### src/rtl/gemm_pkg.sv
// Shared GEMM accelerator types.
// Store FSM states and memory read/write encoding.
package gemm_pkg;

    typedef enum logic [1:0] {
        ST_IDLE  = 2'd0,
        ST_DRAIN = 2'd1,
        ST_PRIME = 2'd2,
        ST_WRITE = 2'd3
    } store_state_t;

    localparam logic RDWR_RD = 1'b0;
    localparam logic RDWR_WR = 1'b1;

endpackage

### src/rtl/store_controller.sv
// Write-back engine: drains the accumulator one row per cycle
// and issues row-addressed write requests into tile C.
module store_controller
    import gemm_pkg::*;
#(
    parameter int DRAIN_LAT = 2,
    parameter int ADDR_W    = 32
) (
    input  logic              clk,
    input  logic              rst,
    input  logic              can_store,
    input  logic [ADDR_W-1:0] tile_C_addr,
    input  logic [ADDR_W-1:0] tile_C_stride,
    input  logic [4:0]        msize,
    input  logic [4:0]        nsize,
    output logic              gen_addr_store,
    output logic [ADDR_W-1:0] next_row_addr_store,
    output logic              interface_en_store,
    output logic              interface_rdwr_store,
    output logic [4:0]        interface_control_store,
    output logic              accum_rd_en,
    output logic [4:0]        accum_rd_row,
    output logic              done_store
);

    localparam logic [3:0] LP_DRAIN = 4'(DRAIN_LAT);

    store_state_t      r_state;
    logic [3:0]        r_cnt;
    logic [4:0]        r_row;
    logic [4:0]        r_msize;
    logic [4:0]        r_nsize;
    logic [ADDR_W-1:0] r_addr;
    logic [ADDR_W-1:0] r_stride;

    logic              w_last;
    logic [ADDR_W-1:0] w_addr_next;

    assign w_last      = (r_row == r_msize - 5'd1);
    assign w_addr_next = r_addr + r_stride;

    // r_addr holds the address of the row being written this cycle
    always_ff @(posedge clk) begin
        if (rst) begin
            r_state  <= ST_IDLE;
            r_cnt    <= '0;
            r_row    <= '0;
            r_msize  <= '0;
            r_nsize  <= '0;
            r_addr   <= '0;
            r_stride <= '0;
        end else begin
            unique case (r_state)
                ST_IDLE: begin
                    if (can_store) begin
                        r_addr   <= tile_C_addr;
                        r_stride <= tile_C_stride;
                        r_msize  <= msize;
                        r_nsize  <= nsize;
                        r_row    <= '0;
                        r_cnt    <= LP_DRAIN;
                        if (DRAIN_LAT == 0) begin
                            r_state <= ST_PRIME;
                        end else begin
                            r_state <= ST_DRAIN;
                        end
                    end
                end
                ST_DRAIN: begin
                    if (!can_store) begin
                        r_state <= ST_IDLE;
                    end else if (r_cnt <= 4'd1) begin
                        r_state <= ST_PRIME;
                    end else begin
                        r_cnt <= r_cnt - 4'd1;
                    end
                end
                ST_PRIME: begin
                    if (!can_store || r_msize == 5'd0) begin
                        r_state <= ST_IDLE;
                    end else begin
                        r_state <= ST_WRITE;
                        r_row   <= '0;
                    end
                end
                ST_WRITE: begin
                    if (!can_store || w_last) begin
                        r_state <= ST_IDLE;
                    end else begin
                        r_row  <= r_row + 5'd1;
                        r_addr <= w_addr_next;
                    end
                end
            endcase
        end
    end

    // Outputs are a decode of state gated by can_store, so an abort
    // or reset cycle shows all-zero outputs without extra delay.
    always_comb begin
        gen_addr_store          = 1'b0;
        next_row_addr_store     = '0;
        interface_en_store      = 1'b0;
        interface_rdwr_store    = RDWR_RD;
        interface_control_store = '0;
        accum_rd_en             = 1'b0;
        accum_rd_row            = '0;
        done_store              = 1'b0;
        if (!rst && can_store) begin
            unique case (r_state)
                ST_IDLE: begin
                    gen_addr_store      = 1'b1;
                    next_row_addr_store = tile_C_addr;
                end
                ST_DRAIN: begin
                end
                ST_PRIME: begin
                    if (r_msize == 5'd0) begin
                        done_store = 1'b1;
                    end else begin
                        accum_rd_en  = 1'b1;
                        accum_rd_row = '0;
                    end
                end
                ST_WRITE: begin
                    interface_en_store      = 1'b1;
                    interface_rdwr_store    = RDWR_WR;
                    interface_control_store = r_nsize;
                    if (w_last) begin
                        done_store = 1'b1;
                    end else begin
                        accum_rd_en         = 1'b1;
                        accum_rd_row        = r_row + 5'd1;
                        gen_addr_store      = 1'b1;
                        next_row_addr_store = w_addr_next;
                    end
                end
            endcase
        end
    end

endmodule

### config.mk
export PLATFORM = sky130hd
export DESIGN_NAME = store_controller
export DESIGN_NICKNAME = d
export VERILOG_FILES = /design/src/rtl/gemm_pkg.sv /design/src/rtl/store_controller.sv
export SDC_FILE = /design/constraint.sdc
export NUM_CORES = 1
export LEC_CHECK = 0
export ABC_AREA = 0
export CORE_ASPECT_RATIO = 0.6
export CORE_MARGIN = 2
export CORE_UTILIZATION = 53
export DETAILED_ROUTE_END_ITERATION = 8
export PLACE_DENSITY_LB_ADDON = 0.3
export SLEW_MARGIN = 20
export SYNTH_ARGS = -nofsm -noshare
export SYNTH_HDL_FRONTEND = slang
export SYNTH_SLANG_ARGS = --single-unit
### constraint.sdc
create_clock -name clk -period 3.3 [get_ports clk]
set_clock_uncertainty 0.1 [all_clocks]
set_input_delay 0.495 -clock clk [delete_from_list [all_inputs] [get_ports clk]]
set_output_delay 0.495 -clock clk [all_outputs]
set_load 0.005 [all_outputs]
### After elaboration in Yosys (flattened, before gate mapping)

Index checks and enable logic that the tools add are counted.

| storage, ports and cells | value |
|---|---|
| register bits after elaboration | 85 |
| bits in latches | 0 |
| bits in writable memories | 0 |
| bits in read-only memories | 0 |
| bits of input ports | 77 |
| output and inout bits | 47 |
| logic and storage cells | 75 |
| memories kept | 0 |

| cells by class | value |
|---|---|
| add/sub/neg operators | 4 |
| $mul | 0 |
| divide/modulo/power cells | 0 |
| order comparisons | 1 |
| eq/ne operators | 11 |
| shifts and indexed selects | 0 |
| multiplexer cells | 37 |
| bitwise operators | 0 |
| reduce and logical (&&, ||, !) cells | 15 |

Operator list:

| operator | count |
|---|---|
| 32-bit two-way mux | 4 |
| 32-bit case mux with 2 select lines | 2 |
| 5-bit two-way mux | 8 |
| 32-bit adder | 1 |
| 5-bit case mux with 3 select lines | 1 |
| 4-bit two-way mux | 3 |
| 2-bit inequality test, second input constant | 6 |
| 2-bit two-way mux | 5 |
| 1-bit two-way mux | 9 |
| 2-bit case mux with 4 select lines | 1 |
| 4-bit case mux with 2 select lines | 1 |
| 4-bit AND reduction | 2 |
| 1-bit case mux with 2 select lines | 3 |
| 3-bit AND reduction | 2 |
| 5-bit by 1-bit adder with 5-bit output, second input constant | 1 |
| 5-bit == test | 1 |
| 5-bit zero test | 1 |
| 5-bit by 1-bit subtractor with 5-bit output, second input constant | 1 |
| 2-bit == test, second input constant | 2 |
| 4-bit by 1-bit less-or-equal comparator with 1-bit output, second input constant | 1 |
| 2-bit nonzero test | 2 |
| 4-bit by 1-bit subtractor with 4-bit output, second input constant | 1 |
| 3-bit inequality test, second input constant | 1 |
| 3-bit nonzero test | 1 |
| 6 further kinds | 8 |

### Longest topological paths before layout

| logic depth | value |
|---|---|
| depth after elaboration | 5 |
| mapped depth | 10 |
| depth with buffers taken out | 9 |

### Least setup slack after synthesis

OpenSTA, ideal clock, no wires.

| timing path | value |
|---|---|
| kind | register -> output |
| start | reg r_addr[0] |
| end | out next_row_addr_store[20] |
| data arrival time | 2.296 ns |
| required time | 2.705 ns |
| setup slack | 0.409 ns |
| cell stages (with the launch flop) | 10 |
| buffers on the path | 0 |
| cell sequence | dfxtp_1 -> ha_1 -> fa_1 -> a21o_1 -> a221o_2 -> a221oi_4 -> or3_4 -> nand2_1 -> xnor2_1 -> o21ai_0 |

| between the ends | value |
|---|---|
| word-level cells in the longest chain between the ends | 4 |

Ends and longest elaborated chain:

| item | RTL line | RTL |
|---|---|---|
| start, declared | store_controller.sv:33 | `logic [ADDR_W-1:0] r_addr;` |
| start signal, assigned | store_controller.sv:56 | `r_addr <= tile_C_addr;` |
| start signal, assigned | store_controller.sv:91 | `r_addr <= w_addr_next;` |
| 32-bit adder | store_controller.sv:40 | `assign w_addr_next = r_addr + r_stride;` |
| 32-bit two-way mux | store_controller.sv:129 | `if (w_last) begin` |
| 32-bit case mux with 2 select lines | store_controller.sv:110 | `unique case (r_state)` |
| 32-bit two-way mux | store_controller.sv:109 | `if (!rst && can_store) begin` |
| end, declared | store_controller.sv:17 | `output logic [ADDR_W-1:0] next_row_addr_store,` |

No other way between the ends.

### Final worst setup path

| timing path | value |
|---|---|
| start | reg r_stride[0] |
| end | out next_row_addr_store[24] |

| between the ends | value |
|---|---|
| word-level cells in the longest chain between the ends | 4 |

Ends and longest elaborated chain:

| item | RTL line | RTL |
|---|---|---|
| start, declared | store_controller.sv:34 | `logic [ADDR_W-1:0] r_stride;` |
| start signal, assigned | store_controller.sv:57 | `r_stride <= tile_C_stride;` |
| 32-bit adder | store_controller.sv:40 |  |
| 32-bit two-way mux | store_controller.sv:129 |  |
| 32-bit case mux with 2 select lines | store_controller.sv:110 |  |
| 32-bit two-way mux | store_controller.sv:109 |  |

No other way between the ends.

==> metrics.md <==
| Metric | Value |
|---|---|
| Vias in the first global route | `a little over 7000` |
| Finish-stage setup viols | `19` |
| Worst slew margin | `0.529` |
| Initial Utilization | `0.545` |
| Reg2reg path depth | `20` |
| DRC Markers | `0` |
| Setup WS pre-CTS | `-524 ps` |
| Sinks on Clock Net | `85` |
| IO Port Bufs | `123` |
| Pwr dens | `388 nW/um^2` |
| Vias after detailed routing | `7676` |
| Worst min path class | `reg2reg` |
| Synth-to-Final Area Change | `52.6%` |
| CP endpoint kind | `output pin` |
| Layout cells sized above 1 | `0.283` |
| Yosys top cell area share | `0.275` |
| Worst slew pin tran | `approximately 710 ps` |
| MaxCap Viol Count | `0` |
| Crit path kind | `reg2out` |
| Synth cell types | `75` |
| Sequential Area | `1710 um^2` |
| Syn nets | `944` |
| Crit path required time | `approximately 2700 ps` |
| Yosys warns | `0` |
| Period utilisation layout | `1.10` |
| WHS Endpoint | `r_nsize[1]` |
| Async S/R FF share, synth | `0` |
| H-tree levels | `3` |
| Failing checks | `setup timing` |
| Total chip power | `around 3.7 mW` |
| Top cells by area, synth | `dfxtp_1, nand2_1, a21oi_1` |
| HPWL after detailed placement | `around 15000 um` |
| Detailed Routing Iterations Pass 1 | `6` |
| Post-Layout Cell Count | `between 1000 and 1500` |
| Run status | `complete, but fails checks` |
| WL final | `approximately 25000 um` |
| Final #Nets | `approximately 1200` |
| CP arrival | `around 3000 ps` |
| All-Layer GR Usage | `0.370` |
| Fin Hold WS | `353 ps` |
| Multi-input gate area | `slightly below 5000 um^2` |
| Clock Latency Late Sink | `~360 ps` |
| Final Hold Vio Count | `0` |
| Post-route setup TNS | `-4170 ps` |
| Initial antenna violation count | `0` |
| Die Footprint | `12600 um^2` |
| Syn Inst Count | `around 830` |
| Post-synthesis sequential area ratio | `0.275` |
| Min-delay src | `r_nsize[1]` |
| I/O pin total | `between 100 and 150` |
| Ant. Diodes | `0` |
| Post-synth EDFFs | `0` |
| Reg-to-Reg End | `r_addr[30]` |
| Maximum clock rate | `between 200 and 300 MHz` |
| Final Slew Violations | `0` |
| Worst Hold Depth | `2` |
| Largest net degree at the start of global routing | `44` |
| CTS tree | `built` |
| DR iter-0 viols | `around 910` |
| Clock root cell | `clkbuf_16` |
| Max VDD drop | `a little over 0.3 mV` |
| Worst R2R Start | `r_stride[0]` |
| Final weighted congestion in routability-driven placement | `0.969` |
| Post-CTS Hold Buffers | `0` |
| Clock transition at the registers of the reported paths | `roughly 70 ps` |
| RSZ-0062 raised after global routing | `yes` |
| DR vias/cell | `between 6 and 7` |
| Mapped Area | `around 6200 um^2` |
| Synth area leader | `dfxtp_1` |
| P_leak | `between 3 and 4 nW` |
| Placed Cells incl. Taps | `1148` |
| Routed wire length per instance | `20.5 um` |
| Clk buf depth | `2` |
| First-pass GRT wire length | `36600 um` |
| CP Max Fanout | `3` |
| Syn avg cell area | `about 7.5 um^2` |
| Die width | `143 um` |
| CTS Buf Count | `9` |
| Die height | `between 80 and 90 um` |
| Seq cells post-synth | `85` |
| Congestion Overflow GR | `0` |
| PnR worst setup slack | `-319 ps` |
| Final ANT Viol Nets | `0` |
| Filler cells | `about 690` |
| Post-layout min period | `around 3600 ps` |
| Row Count | `30` |
| Startpoint types | `flip-flop` |
| R2r setup slk | `-280 ps` |
| Core area | `between 10000 and 15000 um^2` |
| Post-synth top flop | `dfxtp_1` |
[registers in the layout, indices dropped and copies added (netlist names)]
signal / count
r_addr: 32
r_stride: 32
r_state: 2
r_msize: 5
r_row: 5
r_nsize: 5
r_cnt: 4
[area by class of cell]
| type | count | area share |
|---|---|---|
| Multi-Input combinational cell | 672 | 0.515 |
| Timing Repair Buffer | 259 | 0.241 |
| Sequential cell | 85 | 0.182 |
| Clock buffer | 10 | 0.0253 |
| Tap cell | 160 | 0.0212 |
| Inverter | 19 | 0.00756 |
| Clock inverter | 6 | 0.00743 |
[through the flow]
stage	cell area, um^2	util
after CTS	9100	0.803
after global routing	9430	0.832
after detailed placement	8090	0.713
after floorplan	6180	-
after global placement	8090	0.713
final	9430	0.832
[cells in the final DEF (no fill, tap or decap), types with 6 or more instances in the layout]
master | netlist | layout
dfxtp_1 | 85 | 75
a21o_1 | 17 | 17
or3_1 | 7 | 6
ha_1 | 40 | 25
nor3_1 | 17 | 14
nor2_2 | 0 | 7
dfxtp_2 | 0 | 10
nor2_1 | 73 | 65
and2_1 | 12 | 11
ha_4 | 0 | 10
mux2i_1 | 9 | 9
a21oi_2 | 2 | 15
buf_2 | 4 | 14
clkbuf_2 | 1 | 6
a21oi_1 | 105 | 87
a32oi_1 | 7 | 7
nand2_1 | 141 | 135
clkdlybuf4s50_1 | 0 | 91
a22oi_1 | 10 | 9
xor2_1 | 19 | 14
nand3_1 | 11 | 9
clkbuf_16 | 0 | 9
xnor2_2 | 0 | 8
inv_1 | 18 | 18
o22ai_1 | 7 | 6
o21ai_0 | 55 | 38
buf_4 | 3 | 109
o21ai_1 | 0 | 12
xnor2_1 | 19 | 11
a211oi_1 | 12 | 10
buf_6 | 0 | 25
nand4_1 | 12 | 12
and3_1 | 10 | 9
[worst max path at each step]
stage,to,start,cells past startpoint,slack [ps]
after global routing,next_row_addr_store[20],r_stride[0],12,-430
after CTS,next_row_addr_store[24],r_stride[0],13,-390
after floorplan,next_row_addr_store[20],r_addr[0],9,410
final,next_row_addr_store[24],r_stride[0],13,-320
after global placement,next_row_addr_store[26],r_addr[0],11,-470
after detailed placement,next_row_addr_store[26],r_addr[0],11,-520
[Yosys cell counts (5+ instances only)]
cell and n:
nand2_1 141, a21oi_1 105, dfxtp_1 85, nor2_1 73, o21ai_0 55, ha_1 40
clkbuf_1 39, xnor2_1 19, xor2_1 19, inv_1 18, a21o_1 17, nor3_1 17
a211oi_1 12, and2_1 12, nand4_1 12, nand3_1 11, a22oi_1 10, and3_1 10
mux2i_1 9, a32oi_1 7, o22ai_1 7, or3_1 7, o21bai_1 6, a211o_1 5
a31oi_1 5
[kinds of logic after synthesis]
| group | after synthesis | synth area share |
|---|---|---|
| flops | 85 | 0.275 |
| mux | 11 | 0.0188 |
| fa+ha+maj | 41 | 0.0842 |
| buf+inv | 69 | 0.0448 |
| xor+xnor | 38 | 0.0539 |
| simple gates | 299 | 0.216 |
| compound gates | 283 | 0.307 |
[layer usage]
metal	track usage	up-vias	wire, um
met5	0	-	0
li1	-	3423	-
met4	0.125	0	923
met3	0.0820	112	3050
met1	0.511	3518	10200
met2	0.576	623	10600
[worst max-delay path, cell delays in order, from the launching register on]
cell and delay [ps]:
dfxtp_2 340, ha_4 170, fa_2 360, a21o_1 190, buf_6 120, a221o_2 390, a221oi_4 290, buf_4 170
or3_4 130, buf_6 110, a21oi_4 50, mux2i_1 150, nand2_1 80, buf_2 130
[repair_timing]
action,4_1_cts,5_1_grt
resized for setup,180,73
endpoints found under the hold margin,0,0
pin swaps,55,54
endpoints found under the setup margin,40,36
setup buffers,32,16
[power by group]
part	internal, mW	total [mW]	switching, mW
sequential	1.12	1.20	0.0817
combinational	0.634	1.37	0.735
clock	0.615	1.09	0.478
total	2.37	3.66	1.30
(Power assumes the default switching activity.)
